[config.mk]
export PLATFORM = sky130hd
export DESIGN_NAME = iq_credit_ctrl
export DESIGN_NICKNAME = d
export VERILOG_FILES = /design/src/rtl/iq_credit_ctrl.sv
export SDC_FILE = /design/constraint.sdc
export NUM_CORES = 1
export LEC_CHECK = 0
export CAP_MARGIN = 20
export CORE_AREA = 2 2 71 73
export DETAILED_ROUTE_END_ITERATION = 10
export DIE_AREA = 0 0 73 75
export PLACE_DENSITY = 0.72
export SLEW_MARGIN = 20
export SYNTH_ARGS = -nofsm -noshare
export SYNTH_HDL_FRONTEND = slang
export SYNTH_SLANG_ARGS = --single-unit
[constraint.sdc]
create_clock -name clk -period 3.35 [get_ports clk]
set_input_delay 0.5025 -clock clk [delete_from_list [all_inputs] [get_ports clk]]
set_output_delay 0.5025 -clock clk [all_outputs]
set_load 0.03 [all_outputs]
[src/rtl/iq_credit_ctrl.sv]
// Credit-based flow control for the four dispatch-fed issue queues (alu0, alu1, mdu, lsu).
// One free-entry counter per queue, a registered per-queue ready and a post-flush drain
// window that must expire before dispatch may resume.
module iq_credit_ctrl #(
  parameter int unsigned ALU_DEPTH = 8,
  parameter int unsigned MDU_DEPTH = 4,
  parameter int unsigned LSU_DEPTH = 8,
  parameter int unsigned DRAIN_CYC = 2,
  localparam int unsigned MAX_DEPTH =
    (ALU_DEPTH > MDU_DEPTH) ? ((ALU_DEPTH > LSU_DEPTH) ? ALU_DEPTH : LSU_DEPTH)
                            : ((MDU_DEPTH > LSU_DEPTH) ? MDU_DEPTH : LSU_DEPTH),
  localparam int unsigned CW = $clog2(MAX_DEPTH + 1)
) (
  input  logic                 clk,
  input  logic                 rst,
  input  logic                 flush_i,
  input  logic                 fire_i,
  input  logic [3:0][1:0]      req_cnt_i,
  input  logic [3:0]           rel_i,
  output logic [3:0]           ready_o,
  output logic                 all_ready_o,
  output logic [3:0][CW-1:0]   credit_o,
  output logic                 err_o
);

  localparam int unsigned DCW = (DRAIN_CYC > 1) ? $clog2(DRAIN_CYC) : 1;
  localparam logic [DCW-1:0] DRAIN_LD = DCW'(DRAIN_CYC - 1);
  // Per-queue capacity, index order matches req_cnt_i / rel_i.
  localparam logic [3:0][CW-1:0] DEPTH_VEC = {CW'(LSU_DEPTH), CW'(MDU_DEPTH),
                                              CW'(ALU_DEPTH), CW'(ALU_DEPTH)};

  typedef enum logic {StRun, StDrain} state_e;

  state_e               state_q, state_d;
  logic [DCW-1:0]       drain_q, drain_d;
  logic [3:0][CW-1:0]   credit_q, credit_d;
  logic [3:0]           ready_q, ready_d;
  logic                 err_q, err_d;

  // Per-queue arithmetic in CW+1 bits so neither direction wraps.
  logic [3:0][CW:0]     avail;
  logic [3:0][CW:0]     take;
  logic [3:0][CW:0]     diff;
  logic [3:0]           under;
  logic [3:0]           over;

  // Saturating credit arithmetic and out-of-range detection for each queue.
  always_comb begin
    avail = '0;
    take  = '0;
    diff  = '0;
    under = '0;
    over  = '0;
    for (int k = 0; k < 4; k++) begin
      avail[k] = {1'b0, credit_q[k]} + (CW+1)'(rel_i[k]);
      take[k]  = fire_i ? (CW+1)'(req_cnt_i[k]) : '0;
      under[k] = take[k] > avail[k];
      diff[k]  = avail[k] - take[k];
      over[k]  = !under[k] && (diff[k] > {1'b0, DEPTH_VEC[k]});
    end
  end

  // Next-state, credit, error and ready computation; flush wins over everything.
  always_comb begin
    state_d  = state_q;
    drain_d  = drain_q;
    credit_d = credit_q;
    err_d    = err_q;
    ready_d  = '0;
    unique case (state_q)
      StRun: begin
        if (flush_i) begin
          state_d  = StDrain;
          drain_d  = DRAIN_LD;
          credit_d = DEPTH_VEC;
        end else begin
          for (int k = 0; k < 4; k++) begin
            if (under[k]) begin
              credit_d[k] = '0;
              err_d       = 1'b1;
            end else if (over[k]) begin
              credit_d[k] = DEPTH_VEC[k];
              err_d       = 1'b1;
            end else begin
              credit_d[k] = diff[k][CW-1:0];
            end
          end
        end
      end
      StDrain: begin
        if (flush_i) begin
          drain_d  = DRAIN_LD;
          credit_d = DEPTH_VEC;
        end else begin
          // Queues are empty here, so releases are meaningless and dispatch must not fire.
          if (fire_i && (|req_cnt_i)) err_d = 1'b1;
          if (drain_q == '0) begin
            state_d = StRun;
          end else begin
            drain_d = drain_q - 1'b1;
          end
        end
      end
      default: begin
        state_d = StDrain;
        drain_d = DRAIN_LD;
      end
    endcase
    for (int k = 0; k < 4; k++) begin
      ready_d[k] = (state_d == StRun) && (credit_d[k] >= CW'(2));
    end
  end

  // State, counters and registered readies.
  always_ff @(posedge clk) begin
    if (rst) begin
      state_q  <= StDrain;
      drain_q  <= DRAIN_LD;
      credit_q <= DEPTH_VEC;
      ready_q  <= '0;
      err_q    <= 1'b0;
    end else begin
      state_q  <= state_d;
      drain_q  <= drain_d;
      credit_q <= credit_d;
      ready_q  <= ready_d;
      err_q    <= err_d;
    end
  end

  assign ready_o     = ready_q;
  assign all_ready_o = &ready_q;
  assign credit_o    = credit_q;
  assign err_o       = err_q;

endmodule

==> impl_metrics.yaml, run 1 <==
run_status:
  status: "complete, no violations"
synthesis:
  synth_top_area_share: 0.2185
  synthTopCellsByArea: "dfxtp_1 (22%), ha_1 (9.5%), xnor2_1 (5.0%)"
  syn_area_mm2: 0.002107
  synth_edf_count: 0
  yosys-top-cells-count: "nand2_1 (24), nor2_1 (24), dfxtp_1 (23), a21oi_1 (18), ha_1 (16)"
  postSynthCellCount: 263
  synth_area_per_cell_um2: 8.011
  synth-main-ff-cell: "dfxtp_1"
  yosysTopAreaCell: "dfxtp_1"
  ys_async_sr_fraction: 0
  synth_fp_nets: 299
  yosys_warnings: 0
  synth_cell_type_count: 53
  yosys_register_bits: 23
  synth.yosys.seq_area_share: 0.2185
finish:
  area_growth_pct: 21.62
  antennaDiodeCount: 0
  stdcell_count: 348
  nets: 331
  final_layout_size_suffix_gt1_frac: 0.07823
timing:
  fin_skew_ns: 0.001147
  min_period_ns: 3.077
  period_share: 0.9186
  finalHoldViolations: 0
  relSlewSlack: 0.6928
  max_freq_mhz: 325.0
  slew_violations: 0
  holdWs_ns: 0.4737
  setup_viol: 0
  worst_pin_slew_ns: 0.4602
  worst_slack_ns: 0.2726
  rsz0062_at_grt: "false"
placed_design:
  dpl.hpwl_um: 3859
  place_inst: 344
  gp_congestion: 0.8234
  port_buffers: 37
  dpl_worst_slack_ns: -0.006077
worst_setup_path:
  reg2reg_setup_slack_ns: 0.58
  arrival_ns: 3.23
  worstSetupStartpointType: "primary input"
  reg2regPathDepth: 9
  reg2reg_to: "credit_o[0]"
  critPathSlowestCell: "fa_1"
  crit_type: "in2reg"
  max_stage_delay_ns: 0.46
  crit_required_ns: 3.50
  reg2reg_from: "credit_o[0]"
  end_kind: "flip-flop"
  path_cells: "clkdlybuf4s50_1 > ha_1 > ha_1 > fa_1 > xnor2_1 > xnor2_1 > a21oi_1 > or4_1 > nor4_1 > a311oi_1"
  crit_fanout: 3
floorplanning:
  die_h_um: 75
  die_x_um: 73
  ios: 38
  num_rows: 25
  core_mm2: 0.004661
  dieArea_mm2: 0.005475
  start_util: 0.4521
pwr:
  p_sw_frac: 0.3102
  powerDensity_mw_per_mm2: 251.5
  power_leakage_nw: 0.9797
  pwr-share-clk: 0.283
  intPower_uw: 444.5
  peakVddDrop_v: 0.0001771
  p_comb_frac: 0.276
  power_uw: 644.5
  p_seq_frac: 0.441
  netSwitchingPower_uw: 199.9
hold_path:
  hold_path_depth: 1
  hold_class: "reg2reg"
  min_from: "drain_q"
  min_to: "drain_q"
route:
  wire_per_inst_um: 14.52
  drt_iter0_drc: 69
  num_vias: 1966
  wirelength_um: 5052
  ant_nets: 0
  first_pass_iters: 5
  via_per_inst: 5.649
  remaining_drc_errors: 0
job:
  cap_violations: 0
clocking:
  clk_pin_slew_worst_paths_ns: 0.09
  clkSinkCount: 23
  cts_tree: "yes"
  cts_buffer_depth: 2
  holdBufCountCts: 0
  cts_max_level: 1
  post_cts_resize_count: 0
  cts_root_buf: "clkbuf_8"
  clock_latency_ns: 0.27
  post_cts_buffers: 0
  numCtsBuffers: 3
global_route:
  grt_pass1_wl_um: 8514
  antenna_found_initial: 0
  grt_max_degree: 33
  grt-ovfl-total: 0
  grt_use_total: 0.1942
  grt_pass1_vias: 1842
==> kinds of logic (layout without fill, tap and decap cells) <==
group	Yosys count	in the layout	synth area share
AOI/OAI and AO/OA	63	63	0.2251
and+or+nand+nor	102	102	0.2518
xor gates and xnor gates	22	22	0.09798
DFF	23	23	0.2185
muxes	1	1	0.004751
buffers and inverters	32	63	0.06888
adders and majority gates	20	20	0.1330
==> power by group through the flow <==
stage | combinational (mW) | sequential, mW | clock (mW)
CTS | 0.177 | 0.284 | 0.183
finish | 0.178 | 0.284 | 0.182
global placement | 0.174 | 0.291 | 0
global route | 0.195 | 0.285 | 0.194
detailed placement | 0.176 | 0.291 | 0
floorplan | 0.110 | 0.297 | 0
==> placed cells by master, fill, tap and decap left out, types with 2 or more instances in the layout <==
cell type / instances
ha_1: 16
a31oi_1: 4
or4_1: 2
o21ai_1: 3
clkbuf_8: 3
nor2b_1: 6
o31ai_1: 3
nor4_1: 5
nand4_1: 3
inv_1: 13
nor3_2: 2
fa_1: 4
a22oi_1: 3
a21oi_1: 18
a41oi_1: 2
or3_1: 5
clkdlybuf4s50_1: 37
nand3_1: 7
a21o_1: 2
o21ai_0: 6
and2_1: 5
a311oi_1: 2
a211oi_1: 5
dfxtp_1: 23
and3_1: 2
buf_4: 9
o211ai_1: 2
and4_1: 2
nor3_1: 8
nand2_1: 24
xor2_1: 9
a211o_1: 2
nand2b_1: 3
xnor2_1: 12
nor2_1: 24
==> critical path, delay by kind of cell <==
kind	cells	cell delay [ns]
and+or+nand+nor	2	0.75
xor gates and xnor gates	2	0.39
buffers and inverters	1	0.40
AOI/OAI and AO/OA	2	0.17
adders and majority gates	3	1.00
==> cell type report <==
type	instances	area, um^2
fillers	441	2098
multi-input cells	208	1501
flip-flops and latches	23	460.4
repair buffers	46	437.9
well taps	54	67.56
inverters	13	48.80
clock buffers	3	41.29
clock inverters	1	5.005
==> layer usage <==
metal	share of wire	track usage	vias up
met2	0.49	0.3243	33
met3	0.029	0.03481	7
li1	-	-	1001
met1	0.47	0.2627	925
met5	0	0	-
met4	0.013	0.04321	0
==> state kept, by name (all words and copies together) (netlist names) <==
name      cells
state_q       1
drain_q       1
ready_o       4
credit_o     16
err_o         1
==> through the flow <==
step	cell area (um^2)	util	setup TNS (ns)
after global routing	2562	0.5498	0
after floorplan	2107	-	0
final	2562	0.5498	0
after CTS	2562	0.5498	0
after detailed placement	2516	0.5399	-0.007888
after global placement	2516	0.5399	0
==> how the worst max path moves through the flow <==
stage / startpoint / endpoint / slack (ns) / cells after the start
6_report: rel_i[2] / err_o / 0.27 / 10
5_1_grt: fire_i / credit_o[0] / 0.06 / 11
4_1_cts: rel_i[0] / credit_o[0] / 0.27 / 10
3_5_place_dp: rel_i[2] / err_o / -0.006 / 10
3_3_place_gp: rel_i[2] / err_o / 0.04 / 10
2_1_floorplan: rel_i[2] / err_o / 0.34 / 10
Note: power is estimated with default switching activity, not from simulation.
==> run 2: changes to the inputs <==
Settings changed: CTS_BUF_LIST from default to sky130_fd_sc_hd__clkbuf_4 sky130_fd_sc_hd__clkbuf_8, SLEW_MARGIN 20 to default.
==> results of run 2 <==
Final layout, timing and power as in run 1 (identical DEF).
==> run 3: changes to the inputs <==
Settings changed: PLACE_DENSITY 0.72 to 0.75.
Clock period 3.35 ns to 2.6 ns, I/O delays scaled along.
==> run 3 against run 2 <==
The flow now finishes with violations (negative setup slack). Clock skew grew 0.0082 ns. Critical path depth grew 1. Sequential cell count is the same. Wire length grew 18%. Combinational power grew 76%. Via count grew 13%. Global-route usage grew 3.7 points. Critical endpoint unchanged. Largest cell class unchanged. Highest routed layer unchanged.
==> impl_metrics.yaml, run 3 (synthesis gave the netlist of run 1 again) <==
worst_setup_path:
  reg2reg_from: "credit_o[0]"
  reg2regPathDepth: 11
  path_cells: "ha_4 > inv_4 > ha_4 > inv_2 > fa_2 > xnor2_2 > xnor2_1 > a211oi_2 > a311o_1 > nor4_2 > a311oi_1"
  arrival_ns: 2.81
  max_stage_delay_ns: 0.42
  worstSetupStartpointType: "flip-flop"
  cp_common_cell: "ha_4"
  crit_required_ns: 2.76
  crit_fanout: 4
  critPathSlowestCell: "fa_2"
  path_delay_family: "adder cells"
  reg2reg_setup_slack_ns: -0.06
  reg2reg_to: "err_o"
  end_kind: "flip-flop"
  crit_type: "reg2reg"
  crit_buf_inv: 2
timing:
  finalHoldViolations: 0
  setup_viol: 2
  worst_slack_ns: -0.05550
  period_share: 1.021
  min_period_ns: 2.656
  relSlewSlack: 0.6894
  slew_violations: 0
  max_freq_mhz: 376.6
  fin_skew_ns: 0.009380
  rsz0062_at_grt: "true"
  holdWs_ns: 0.4630
  worst_pin_slew_ns: 0.4626
job:
  cap_violations: 0
hold_path:
  min_to: "drain_q"
  min_from: "drain_q"
  hold_path_depth: 1
  hold_class: "reg2reg"
global_route:
  grt_pass1_wl_um: 9867
  grt-ovfl-total: 0
  antenna_found_initial: 0
  grt_pass1_vias: 2187
  grt_max_degree: 23
  grt_use_total: 0.2311
placed_design:
  place_inst: 377
  gp_congestion: 0.8131
  port_buffers: 37
  dpl.hpwl_um: 4442
finish:
  mostFrequentLayoutCells: "buf_4 (47), clkdlybuf4s50_1 (29), nand2_1 (24), nor2_1 (24), dfxtp_1 (19)"
  mostFrequentLayoutCell: "buf_4"
  area_growth_pct: 51.07
  stdcell_count: 388
  antennaDiodeCount: 0
  final_layout_size_suffix_gt1_frac: 0.3473
  nets: 371
  largest_register_ffs: 16
floorplanning:
  dieArea_mm2: 0.005475
  num_rows: 25
  core_mm2: 0.004661
  start_util: 0.4521
  die_h_um: 75
  ios: 38
  die_x_um: 73
route:
  num_vias: 2225
  ant_nets: 0
  via_per_inst: 5.735
  drt_iter0_drc: 107
  remaining_drc_errors: 0
  wirelength_um: 5984
  wire_per_inst_um: 15.42
  first_pass_iters: 4
clocking:
  clk_pin_slew_worst_paths_ns: 0.09
  cts_buffer_depth: 2
  clkSinkCount: 23
  cts_tree: "yes"
  cts_root_buf: "clkbuf_8"
  clock_latency_ns: 0.27
  numCtsBuffers: 3
  cts_max_level: 1
pwr:
  powerDensity_mw_per_mm2: 290.7
  peakVddDrop_v: 0.0001938
  power_leakage_nw: 1.246
run_status:
  status: "complete, but fails checks"
  failed_checks: "negative setup slack"
-- run 3: cell types whose count changed in the layout (fill, tap and decap cells not counted), moves of 7 or more --
cell,change
inv_1,-8
ha_1,-13
inv_2,+7
ha_4,+13
buf_4,+38
clkdlybuf4s50_1,-8
-- run 3: where the power goes --
group | total (mW) | internal, mW | switching, mW
clock | 0.248 | 0.120 | 0.127
sequential | 0.365 | 0.358 | 0.00700
combinational | 0.313 | 0.161 | 0.152
total | 0.925 | 0.639 | 0.286
-- run 3: worst max-delay path by stage --
| stage | cells after the start | endpoint | from | slack, ns |
|---|---|---|---|---|
| floorplan | 10 | err_o | credit_o[8] | -0.03 |
| finish | 11 | err_o | credit_o[0] | -0.06 |
| global route | 11 | err_o | credit_o[0] | -0.14 |
| detailed placement | 10 | err_o | rel_i[2] | -0.56 |
| CTS | 11 | err_o | credit_o[8] | -0.08 |
| global placement | 11 | err_o | fire_i | -0.54 |
-- run 3: metrics by stage --
| stage | setup TNS, ns | power, mW | area [um^2] | utilization | setup WS, ns |
|---|---|---|---|---|---|
| after detailed placement | -8.530 | 0.6340 | 2815 | 0.6040 | -0.5595 |
| after CTS | -0.1263 | 0.9218 | 3144 | 0.6746 | -0.07560 |
| after floorplan | -0.03489 | 0.5290 | 2160 | - | -0.03489 |
| final | -0.08924 | 0.9254 | 3183 | 0.6830 | -0.05550 |
| after global placement | -7.349 | 0.6283 | 2815 | 0.6040 | -0.5390 |
| after global routing | -0.3018 | 0.9710 | 3183 | 0.6830 | -0.1444 |
-- run 3: routing by layer --
metal  share of wire  GRT usage  up-vias
met5               0          0        -
met4           0.017    0.07819        0
met3           0.040    0.03347       12
met2            0.51     0.4144       76
met1            0.43     0.2838     1054
li1                -          -     1083
-- run 3: timing repair --
item / 4_1_cts / 5_1_grt
setup endpoints to repair: 17 / 11
pin swaps: 30 / 15
resized for setup: 57 / 10
hold buffers: 0 / 0
buffers inserted: 6 / 1
-- run 3: final cells by class --
cell class | count | area [um^2]
Clock buffer | 4 | 48.80
Fill cell | 382 | 1478
Tap cell | 54 | 67.56
Timing Repair Buffer | 86 | 748.2
Multi-Input combinational cell | 208 | 1799
Sequential cell | 23 | 467.9
Inverter | 13 | 51.30
